===== src/rtl/gf2_poly_div_seq_if.sv =====
// Request/result bundle for the bit-serial GF(2) polynomial divider.
// The requester drives the master side; the divider sits on the slave side.
interface gf2_poly_div_seq_if #(
    parameter int N  = 32,
    parameter int DW = 2*N-1
);
    logic          start;
    logic [DW-1:0] dividend;
    logic [N-1:0]  divisor;
    logic          busy;
    logic          done;
    logic          err;
    logic [DW-1:0] quotient;
    logic [N-2:0]  remainder;

    modport master (
        output start,
        output dividend,
        output divisor,
        input  busy,
        input  done,
        input  err,
        input  quotient,
        input  remainder
    );

    modport slave (
        input  start,
        input  dividend,
        input  divisor,
        output busy,
        output done,
        output err,
        output quotient,
        output remainder
    );
endinterface


===== src/rtl/gf2_poly_div_seq.sv =====
// Bit-serial GF(2) long divider: one quotient bit per RUN cycle, highest first.
// Results are registered on entry to DONE and held until the next DONE or reset.
module gf2_poly_div_seq #(
    parameter int N  = 32,
    parameter int DW = 2*N-1
) (
    input  logic               clk,
    input  logic               rst,
    gf2_poly_div_seq_if.slave  bus
);
    localparam int DGW = $clog2(N);
    localparam int JW  = $clog2(DW);

    typedef enum logic [1:0] {
        S_IDLE,
        S_RUN,
        S_DONE
    } state_t;

    state_t         r_state;
    state_t         w_state_nxt;

    logic [DW-1:0]  r_w;
    logic [DW-1:0]  w_w_nxt;
    logic [DW-1:0]  r_q;
    logic [DW-1:0]  w_q_nxt;
    logic [N-1:0]   r_b;
    logic [N-1:0]   w_b_nxt;
    logic [DGW-1:0] r_deg;
    logic [DGW-1:0] w_deg_nxt;
    logic [JW-1:0]  r_j;
    logic [JW-1:0]  w_j_nxt;

    logic [DW-1:0]  r_quot;
    logic [DW-1:0]  w_quot_nxt;
    logic [N-2:0]   r_rem;
    logic [N-2:0]   w_rem_nxt;
    logic           r_err;
    logic           w_err_nxt;

    logic [DGW-1:0] w_msb;
    logic           w_div_zero;
    logic [JW-1:0]  w_top;
    logic [DW-1:0]  w_b_sh;

    // Degree of the divisor: index of its highest set coefficient
    always_comb begin
        w_msb = '0;
        for (int i = 0; i < N; i++) begin
            if (bus.divisor[i]) begin
                w_msb = DGW'(i);
            end
        end
    end

    assign w_div_zero = (bus.divisor == '0);
    assign w_top      = r_j + JW'(r_deg);
    assign w_b_sh     = DW'(r_b) << r_j;

    always_ff @(posedge clk) begin
        if (rst) begin
            r_state <= S_IDLE;
        end else begin
            r_state <= w_state_nxt;
        end
    end

    always_comb begin
        w_state_nxt = r_state;
        w_w_nxt     = r_w;
        w_q_nxt     = r_q;
        w_b_nxt     = r_b;
        w_deg_nxt   = r_deg;
        w_j_nxt     = r_j;
        w_quot_nxt  = r_quot;
        w_rem_nxt   = r_rem;
        w_err_nxt   = r_err;

        unique case (r_state)
            S_IDLE: begin
                if (bus.start) begin
                    if (w_div_zero) begin
                        w_state_nxt = S_DONE;
                        w_err_nxt   = 1'b1;
                        w_quot_nxt  = '0;
                        w_rem_nxt   = '0;
                    end else begin
                        w_state_nxt = S_RUN;
                        w_w_nxt     = bus.dividend;
                        w_b_nxt     = bus.divisor;
                        w_deg_nxt   = w_msb;
                        w_j_nxt     = JW'(DW-1) - JW'(w_msb);
                        w_q_nxt     = '0;
                    end
                end
            end
            S_RUN: begin
                // Cancel the leading term when it is present at x^(j+deg)
                if (r_w[w_top]) begin
                    w_w_nxt      = r_w ^ w_b_sh;
                    w_q_nxt[r_j] = 1'b1;
                end
                if (r_j == '0) begin
                    w_state_nxt = S_DONE;
                    w_quot_nxt  = w_q_nxt;
                    w_rem_nxt   = w_w_nxt[N-2:0];
                    w_err_nxt   = 1'b0;
                end else begin
                    w_j_nxt = r_j - 1'b1;
                end
            end
            S_DONE: begin
                w_state_nxt = S_IDLE;
            end
            default: begin
                w_state_nxt = S_IDLE;
            end
        endcase
    end

    always_ff @(posedge clk) begin
        if (rst) begin
            r_w    <= '0;
            r_q    <= '0;
            r_b    <= '0;
            r_deg  <= '0;
            r_j    <= '0;
            r_quot <= '0;
            r_rem  <= '0;
            r_err  <= 1'b0;
        end else begin
            r_w    <= w_w_nxt;
            r_q    <= w_q_nxt;
            r_b    <= w_b_nxt;
            r_deg  <= w_deg_nxt;
            r_j    <= w_j_nxt;
            r_quot <= w_quot_nxt;
            r_rem  <= w_rem_nxt;
            r_err  <= w_err_nxt;
        end
    end

    assign bus.busy      = (r_state == S_RUN);
    assign bus.done      = (r_state == S_DONE);
    assign bus.err       = r_err;
    assign bus.quotient  = r_quot;
    assign bus.remainder = r_rem;
endmodule


===== src/flat_wrapper.sv =====
// flat-port wrapper written by rule: the top's interface ports become plain ports
module gf2_poly_div_seq_flat 
#(
    parameter int N  = 32,
    parameter int DW = 2*N-1
)
  (clk, rst, bus_start, bus_dividend, bus_divisor, bus_busy, bus_done, bus_err, bus_quotient, bus_remainder);
  gf2_poly_div_seq_if #(.N(N), .DW(DW)) bus_i ();
  input  logic clk;
  input  logic rst;
  input wire logic [$bits(bus_i.start)-1:0] bus_start;
  input wire logic [$bits(bus_i.dividend)-1:0] bus_dividend;
  input wire logic [$bits(bus_i.divisor)-1:0] bus_divisor;
  output wire logic [$bits(bus_i.busy)-1:0] bus_busy;
  output wire logic [$bits(bus_i.done)-1:0] bus_done;
  output wire logic [$bits(bus_i.err)-1:0] bus_err;
  output wire logic [$bits(bus_i.quotient)-1:0] bus_quotient;
  output wire logic [$bits(bus_i.remainder)-1:0] bus_remainder;
  assign bus_i.start = bus_start;
  assign bus_i.dividend = bus_dividend;
  assign bus_i.divisor = bus_divisor;
  assign bus_busy = bus_i.busy;
  assign bus_done = bus_i.done;
  assign bus_err = bus_i.err;
  assign bus_quotient = bus_i.quotient;
  assign bus_remainder = bus_i.remainder;
  gf2_poly_div_seq #(.N(N), .DW(DW)) u_core (.clk(clk), .rst(rst), .bus(bus_i));
endmodule

===== config.mk =====
export PLATFORM = sky130hd
export DESIGN_NAME = gf2_poly_div_seq_flat
export DESIGN_NICKNAME = d
export VERILOG_FILES = /design/src/rtl/gf2_poly_div_seq_if.sv /design/src/rtl/gf2_poly_div_seq.sv /design/src/flat_wrapper.sv
export SDC_FILE = /design/constraint.sdc
export NUM_CORES = 1
export LEC_CHECK = 0
export CAP_MARGIN = 20
export CORE_UTILIZATION = 40
export CTS_CLUSTER_DIAMETER = 30
export DETAILED_ROUTE_END_ITERATION = 10
export GPL_ROUTABILITY_DRIVEN = 0
export GPL_TIMING_DRIVEN = 0
export PLACE_DENSITY_LB_ADDON = 0.2
export SETUP_SLACK_MARGIN = 0.1
export SLEW_MARGIN = 5
export SYNTH_ARGS = -nofsm -noshare
export SYNTH_HDL_FRONTEND = slang
export SYNTH_SLANG_ARGS = --single-unit

===== constraint.sdc =====
create_clock -name clk -period 5.05 [get_ports clk]
set_input_delay 0.505 -clock clk [delete_from_list [all_inputs] [get_ports clk]]
set_output_delay 0.505 -clock clk [all_outputs]
set_load 0.005 [all_outputs]

## Word level (Yosys, flattened, before mapping)

Cells that the tools add are included.

| storage, ports and cells | value |
|---|---|
| logic and storage cells | 102 |
| flip-flop bits (word level) | 266 |
| input bits | 98 |

| operators by class | value |
|---|---|
| multiplexer cells | 63 |
| add/sub/neg operators | 3 |
| shift-type cells | 1 |
| equal/unequal tests | 8 |
| bitwise gates (word level) | 3 |
| reductions and logical operators | 11 |
| order comparisons | 3 |

Operator list:

| operator | number |
|---|---|
| 63-bit 2-to-1 mux | 9 |
| 63-bit one-hot mux with 2 select lines | 3 |
| 31-bit 2-to-1 mux | 3 |
| 5-bit 2-to-1 mux | 16 |
| 63-bit bitwise OR | 1 |
| 32-bit by 6-bit << shifter with 63-bit output | 1 |
| 63-bit bitwise XOR | 1 |
| 31-bit one-hot mux with 2 select lines | 1 |
| 32-bit logical NOT | 1 |
| 4-bit 2-to-1 mux | 8 |
| 6-bit 2-to-1 mux | 3 |
| 6-bit by 7-bit less-than comparator with 1-bit output (second input constant) | 2 |
| 3-bit 2-to-1 mux | 4 |
| 6-bit one-hot mux with 2 select lines | 1 |
| 4-bit AND reduction | 3 |
| 2-bit 2-to-1 mux | 5 |
| 6-bit by 5-bit adder with 6-bit output | 1 |
| 1-bit binary-select mux with 6-bit select | 1 |
| 1-bit demux with 6-bit select | 1 |
| 6-bit by 1-bit greater-or-equal comparator with 1-bit output (second input constant) | 1 |
| 6-bit logical NOT | 1 |
| 1-bit 2-to-1 mux | 6 |
| 2-bit by 1-bit != test with 1-bit output (second input constant) | 3 |
| 2-bit != test (second input constant) | 3 |
| 12 further kinds | 13 |

## Longest topological paths before layout

Gate-level depths: netlist (run 1).

| logic depth | value |
|---|---|
| depth in word-level cells | 35 |
| depth in mapped cells | 14 |

## Least setup slack after synthesis (run 1)

No wires, ideal clock.

| path | value |
|---|---|
| path kind | reg2reg |
| from | register u_core.r_j[0] |
| to | register u_core.r_w[26] |
| clock period less this slack | 3.421 ns |
| cell stages (with the launch flop) | 12 |
| arrival | 3.300 ns |
| setup time | 0.122 ns |
| path slack | 1.629 ns |
| cell sequence | dfxtp_1 ha_1 fa_1 clkbuf_2 buf_2 mux4_1 mux2_2 mux2_2 mux4_2 buf_6 and3_4 a221o_1 |

| on the way | value |
|---|---|
| longest elaborated chain between the ends | 5 |
| elaborated cells between the ends (all ways) | 7 |

RTL lines:

| what | RTL line | source |
|---|---|---|
| from (decl) | gf2_poly_div_seq.sv:31 | `logic [JW-1:0] r_j;` |
| from (signal assigned) | gf2_poly_div_seq.sv:136 | `r_j <= w_j_nxt;` |
| 6-bit by 5-bit adder with 6-bit output | gf2_poly_div_seq.sv:57 | `assign w_top = r_j + JW'(r_deg);` |
| 1-bit binary-select mux with 6-bit select | gf2_poly_div_seq.sv:99 | `if (r_w[w_top]) begin` |
| 1-bit 2-to-1 mux (implied by the code) | gf2_poly_div_seq.sv:99 |  |
| 63-bit 2-to-1 mux (*) | gf2_poly_div_seq.sv:99 |  |
| 63-bit one-hot mux with 2 select lines (*) | gf2_poly_div_seq.sv:79 | `unique case (r_state)` |
| to (signal assigned) | gf2_poly_div_seq.sv:132 | `r_w <= w_w_nxt;` |
| to (decl) | gf2_poly_div_seq.sv:23 | `logic [DW-1:0] r_w;` |

Mark *: on every way between the ends. The rest lies on a longest branch, timed or not. The select of a mux whose other input is x is not followed.
A chain may end at the register's enable or synchronous reset.

## Final worst setup path (run 1)

| path | value |
|---|---|
| from | register u_core.r_j[0] |
| to | register u_core.r_q[47] |

| on the way | value |
|---|---|
| longest elaborated chain between the ends | 7 |
| elaborated cells between the ends (all ways) | 11 |

RTL lines:

| what | RTL line | source |
|---|---|---|
| parallel branches: the longest is 5 deep, another holds 6-bit by 5-bit adder with 6-bit output | n/a |  |
| 63-bit 2-to-1 mux (*) | gf2_poly_div_seq.sv:99 |  |
| 63-bit one-hot mux with 2 select lines (*) | gf2_poly_div_seq.sv:79 |  |
| to (signal assigned) | gf2_poly_div_seq.sv:133 | `r_q <= w_q_nxt;` |
| to (decl) | gf2_poly_div_seq.sv:25 | `logic [DW-1:0] r_q;` |

Every way passes the cells marked *. The select of a mux whose other input is x is not followed.

==> impl_metrics.ini, run 1 <==
[status]
outcome = complete, no violations

[floorplanning]
row_count = 69
io_pins = 195
die_height_um = 194
fp.dieW_um = 194
coreArea_um2 = 35900
start_util_pct = 41.1
die-area_um2 = 37700

[yosys]
ys_top_cells_by_area = dfxtp_1 (36%), nand2_1 (7.5%), mux4_2 (7.5%)
synth_async_sr_flop_share_pct = 0
synth_top_area_cell = dfxtp_1
syn_area_um2 = 14800
ys_ff_latch = 266
avgSynthCellArea_um2 = 8.39
syn_inst = 1759
synthFlopType = dfxtp_1
ys_seq_area_share_pct = 36.1
ys_types = 75
yosysTopAreaCellShare_pct = 36.1
yosysWarnings = 0
synth_edf_count = 0
synth_fp_nets = 1865

[clocking]
clk_latency_ns = 0.60
cts_setup_buffers = 0
ctsResizeCount = 0
clk_pin_slew_ns = 0.04
cts_hold_buffers = 0
cts_buffers = 54
clkSinkCount = 266
root_buffer = clkbuf_16
htree_levels = 2
tritoncts = built
cts.path.max_buffers = 3

[timing]
fin_crit_ns = 4.52
fmax_mhz = 221
rsz0062_at_grt = no
slew_headroom_pct = 24.1
tns_ns = 0
hold_violations = 0
tightest_slew_ns = 1.13
setup_viol = 0
slew_viol_final = 0
fin_skew_ns = 0.0246
period_share_pct = 89.6

[global_routing]
antenna_found_initial = 0
grt_pass1_vias = 14600
grt_pass1_wl_um = 88700
overflow = 0
grt_max_degree = 15
track_usage_pct = 30.3

[critical_path]
crit_path_top_delay_cell = mux4_2
critPathRequiredTime_ns = 5.55
cp-start-kind = register
critical_path_class = register to register
path_buf_inv = 4
endpoint_kind = register
max_stage_delay_ns = 0.57
critical-path-top-delay-family = multiplexers
cp_max_fo = 10
cp_cell_sequence = ha_1, fa_1, clkbuf_2, buf_2, mux4_2, mux2i_1, mux2_2, mux4_2, buf_6, nor2_1, buf_2, nand3_1, o21ai_0
worstPathArrival_ns = 5.03

[detailed_routing]
wirelength_um = 58400
drt_iter0_drc = 2173
route.vias.total = 15600
wl_per_cell_um = 23.2
drt_pass1_iterations = 7
ant_nets = 0
routed_via_density = 6.21
drc_errors = 0

[layout]
finalNonFillerCells = 2516
final_common_cell = nand2_1
n_antenna_cell = 0
nets = 2117
final_util_pct = 53.7
most-common-layout-cells = nand2_1 (296), dfxtp_1 (266), clkdlybuf4s50_1 (194)
drive_gt1_share_pct = 10.5
synthToLayoutAreaGrowth_pct = 30.6

[power]
powerDensity_nw_per_um2 = 448
ir_worst_vdd_mv = 0.269
leakage_nw = 6.83
power_mw = 8.64

[run]
cap_viol_max_count = 0

[placement]
dp_cells = 2415
dp_hpwl_um = 43300
numPortBuffers = 194

[hold_path]
min_path_type = register to register
## worst register-to-register path, cell delays in order (launching register included)
cell and delay, ns:
dfxtp_1 0.32, ha_1 0.23, fa_1 0.50, clkbuf_2 0.34, buf_2 0.40, mux4_2 0.27
mux2i_1 0.14, mux2_2 0.31, mux4_2 0.57, buf_6 0.19, nor2_1 0.29, buf_2 0.35
nand3_1 0.28, o21ai_0 0.25
## worst paths after layout
| path | start | end | slack, ns | cells past startpoint |
|---|---|---|---|---|
| max reg2reg | u_core.r_j[0] | u_core.r_q[47] | 0.53 | 13 |
| min reg2reg | u_core.bus.remainder[12] | u_core.bus.remainder[12] | 0.45 | 2 |
| max | u_core.r_j[0] | u_core.r_q[47] | 0.53 | 13 |
| min | u_core.bus.remainder[12] | u_core.bus.remainder[12] | 0.45 | 2 |
## report_power, final
part	leakage (nW)	switching, mW	internal, mW
combinational	3.71	1.61	0.841
clock	0.960	1.22	2.62
sequential	2.16	0.127	2.21
## flip-flops by register name, summed over array words and instances, names as in the netlist
register,cells
u_core.bus.err,1
u_core.bus.quotient,63
u_core.bus.remainder,31
u_core.r_b,32
u_core.r_deg,5
u_core.r_j,6
u_core.r_q,63
u_core.r_state,2
u_core.r_w,63
## area by class of cell
type	count	area, um^2
plain buffers	143	593
clock buffers	68	1510
flip-flops and latches	266	5330
fillers	3297	16600
multi-input cells	1326	8750
clock inverters	32	472
inverters	24	90.1
well taps	461	577
repair buffers	196	1960
## kinds of logic after synthesis
logic type | Yosys count | synth area share (%)
and+or+nand+nor | 625 | 18.7
AOI/OAI and AO/OA | 528 | 23.2
DFF | 266 | 36.1
buffers and inverters | 167 | 4.63
muxes | 129 | 14.2
xor gates and xnor gates | 36 | 2.39
adders and majority gates | 8 | 0.729
## routing by layer
metal	routed length [um]	part of all wire, %	track usage (%)	vias to the layer above
met2	25000	43	45.6	1011
met4	2750	4.7	14.1	2
li1	-	-	-	7004
met5	42	0.072	0	-
met3	6480	11	7.97	181
met1	24100	41	40.4	7436
## cells in the mapped netlist (all sizes together), types with 18 or more instances
cell and number:
a21o 19, a21oi 152, a221oi 19, a22o 46
a22oi 20, a31oi 18, buf 32, clkbuf 111
dfxtp 266, inv 23, mux2 27, mux2i 43
mux4 59, nand2 297, nand3 65, nor2 127
nor3 46, nor4 18, o21ai 139, xnor2 27
## through the flow
step	setup WS [ns]	hold WS (ns)	area, um^2
2_1_floorplan	1.63	0.417	14800
3_3_place_gp	0.697	0.436	17300
3_5_place_dp	0.690	0.442	17300
4_1_cts	0.648	0.453	19300
5_1_grt	0.425	0.469	19300
6_report	0.527	0.449	19300
Power figures use the tool's default switching activity.
==> run 2: changes to the inputs <==
Clock period 5.05 ns to 4.71 ns, I/O delays scaled along.
==> run 2 against run 1 <==
  * Total power up 7.1%
  * Final cell count did not move
  * Global-route usage is the same
  * Die area unchanged
  * Flip-flop and latch count unchanged
  * Worst setup slack lost 0.31 ns
  * Register-to-register slack worse by 0.31 ns
  * Clock skew is 0.00065 ns higher
  * Non-clock buffer count is the same
  * Hold slack about the same
  * Critical path depth did not move
  * Via count fell by 0.12%
==> impl_metrics.ini, run 2 (same netlist as run 1, synthesis figures left out) <==
[critical_path]
max_stage_delay_ns = 0.56
timing.rr.end = u_core.r_q[47]
r2r_cells = 13
cp-start-kind = register
cp_max_fo = 10
crit_path_top_delay_cell = mux4_2
r2r-start = u_core.r_j[0]
critical_path_class = register to register
worstPathArrival_ns = 5.00
cp_cell_sequence = ha_1, fa_1, clkbuf_2, buf_2, mux4_2, mux2i_1, mux2_2, mux4_2, buf_6, nor2_1, buf_2, nand3_1, o21ai_0
crit_path_start = u_core.r_j[0]
endpoint_kind = register
r2r_slack_ns = 0.22
critPathRequiredTime_ns = 5.21

[timing]
setup_viol = 0
hold_violations = 0
holdWs_ns = 0.449
slew_viol_final = 0
period_share_pct = 95.4
tightest_slew_ns = 1.17
tns_ns = 0
fin_crit_ns = 4.49
setup_slack_ns = 0.216
fmax_mhz = 223
slew_headroom_pct = 21.2
rsz0062_at_grt = no
fin_skew_ns = 0.0253

[clocking]
clk_latency_ns = 0.60
cts_setup_buffers = 0
root_buffer = clkbuf_16
tritoncts = built
cts_buffers = 54
clk_pin_slew_ns = 0.05
cts.path.max_buffers = 3
htree_levels = 2
clkSinkCount = 266

[global_routing]
overflow = 0
antenna_found_initial = 0
grt_pass1_wl_um = 88700
grt_pass1_vias = 14600
grt_max_degree = 15
track_usage_pct = 30.3

[floorplanning]
io_pins = 195
fp.dieW_um = 194
die_height_um = 194
coreArea_um2 = 35900
row_count = 69
start_util_pct = 41.1
die-area_um2 = 37700

[detailed_routing]
route.vias.total = 15600
drc_errors = 0
ant_nets = 0
wl_per_cell_um = 23.1
drt_pass1_iterations = 8
drt_iter0_drc = 1856
routed_via_density = 6.21
wirelength_um = 58200

[layout]
nets = 2117
drive_gt1_share_pct = 10.6
final_common_cell = nand2_1
synthToLayoutAreaGrowth_pct = 30.6
most-common-layout-cells = nand2_1 (296), dfxtp_1 (266), clkdlybuf4s50_1 (194)
n_antenna_cell = 0

[run]
cap_viol_max_count = 0

[status]
outcome = complete, no violations

[hold_path]
min_to = u_core.bus.remainder[12]
hold-path-cell-count = 2
hold_start = u_core.bus.remainder[12]
min_path_type = register to register

[power]
leakage_nw = 6.83
power_mw = 9.26
powerDensity_nw_per_um2 = 480
ir_worst_vdd_mv = 0.290

[placement]
dp_hpwl_um = 43300
pre_cts_ws_ns = 0.350
numPortBuffers = 194
[run 2: cell types whose count changed in the layout (fill, tap and decap cells not counted)]
cell and delta:
clkbuf_1 -1, clkbuf_2 +1
[run 2: report_power, final]
part	switching (mW)	leakage, nW	total, mW	internal, mW
combinational	1.72	3.71	2.63	0.902
sequential	0.136	2.16	2.51	2.37
clock	1.31	0.960	4.12	2.81
[run 2: repair_timing]
item | in CTS | in global routing
hold endpoints to repair | 0 | 0
endpoints found under the setup margin | 0 | 4
resized for setup | 0 | 2
hold buffers | 0 | 0
[run 2: worst max-delay path, delay by kind of cell, from the launching register on]
| kind | cells | cell delay [ns] |
|---|---|---|
| mux | 4 | 1.27 |
| buf+inv | 4 | 1.26 |
| fa+ha+maj | 2 | 0.73 |
| simple gates | 2 | 0.55 |
| flops | 1 | 0.32 |
| compound gates | 1 | 0.25 |
[run 2: metal layers]
| metal | global-route usage (%) | routed length, um | part of all wire, % |
|---|---|---|---|
| met2 | 45.6 | 25000 | 43 |
| met3 | 7.97 | 6560 | 11 |
| met5 | 0 | 0 | 0 |
| met4 | 14.1 | 2740 | 4.7 |
| met1 | 40.4 | 23900 | 41 |
[run 2: how the worst max path moves through the flow]
stage | to | slack, ns
2_1_floorplan | u_core.r_w[26] | 1.29
5_1_grt | u_core.r_q[43] | 0.13
3_5_place_dp | u_core.r_q[46] | 0.35
6_report | u_core.r_q[47] | 0.22
4_1_cts | u_core.r_q[45] | 0.31
3_3_place_gp | u_core.r_q[47] | 0.36
[run 2: area by class of cell]
class | count | area [um^2]
Inverter | 24 | 90.1
Timing Repair Buffer | 196 | 1960
Tap cell | 461 | 577
Clock inverter | 32 | 472
Sequential cell | 266 | 5330
Clock buffer | 68 | 1510
Fill cell | 3299 | 16600
Buffer | 143 | 594
Multi-Input combinational cell | 1326 | 8750
[run 2: metrics by stage]
step | util [%] | area, um^2 | std cells
floorplan | - | 14800 | 1759
global placement | 48.1 | 17300 | 2414
detailed placement | 48.1 | 17300 | 2415
CTS | 53.6 | 19300 | 2515
global route | 53.7 | 19300 | 2516
finish | 53.7 | 19300 | 2516
==> run 3: changes to the inputs <==
==> constraint.sdc (replaced) <==
create_clock -name clk -period 4.71 [get_ports clk]
set_input_delay 0.471 -clock clk [delete_from_list [all_inputs] [get_ports clk]]
set_output_delay 0.471 -clock clk [all_outputs]
set_load 0.02 [all_outputs]
==> results of run 3 <==
The final DEF is identical to that of run 2. Status: complete, no violations.
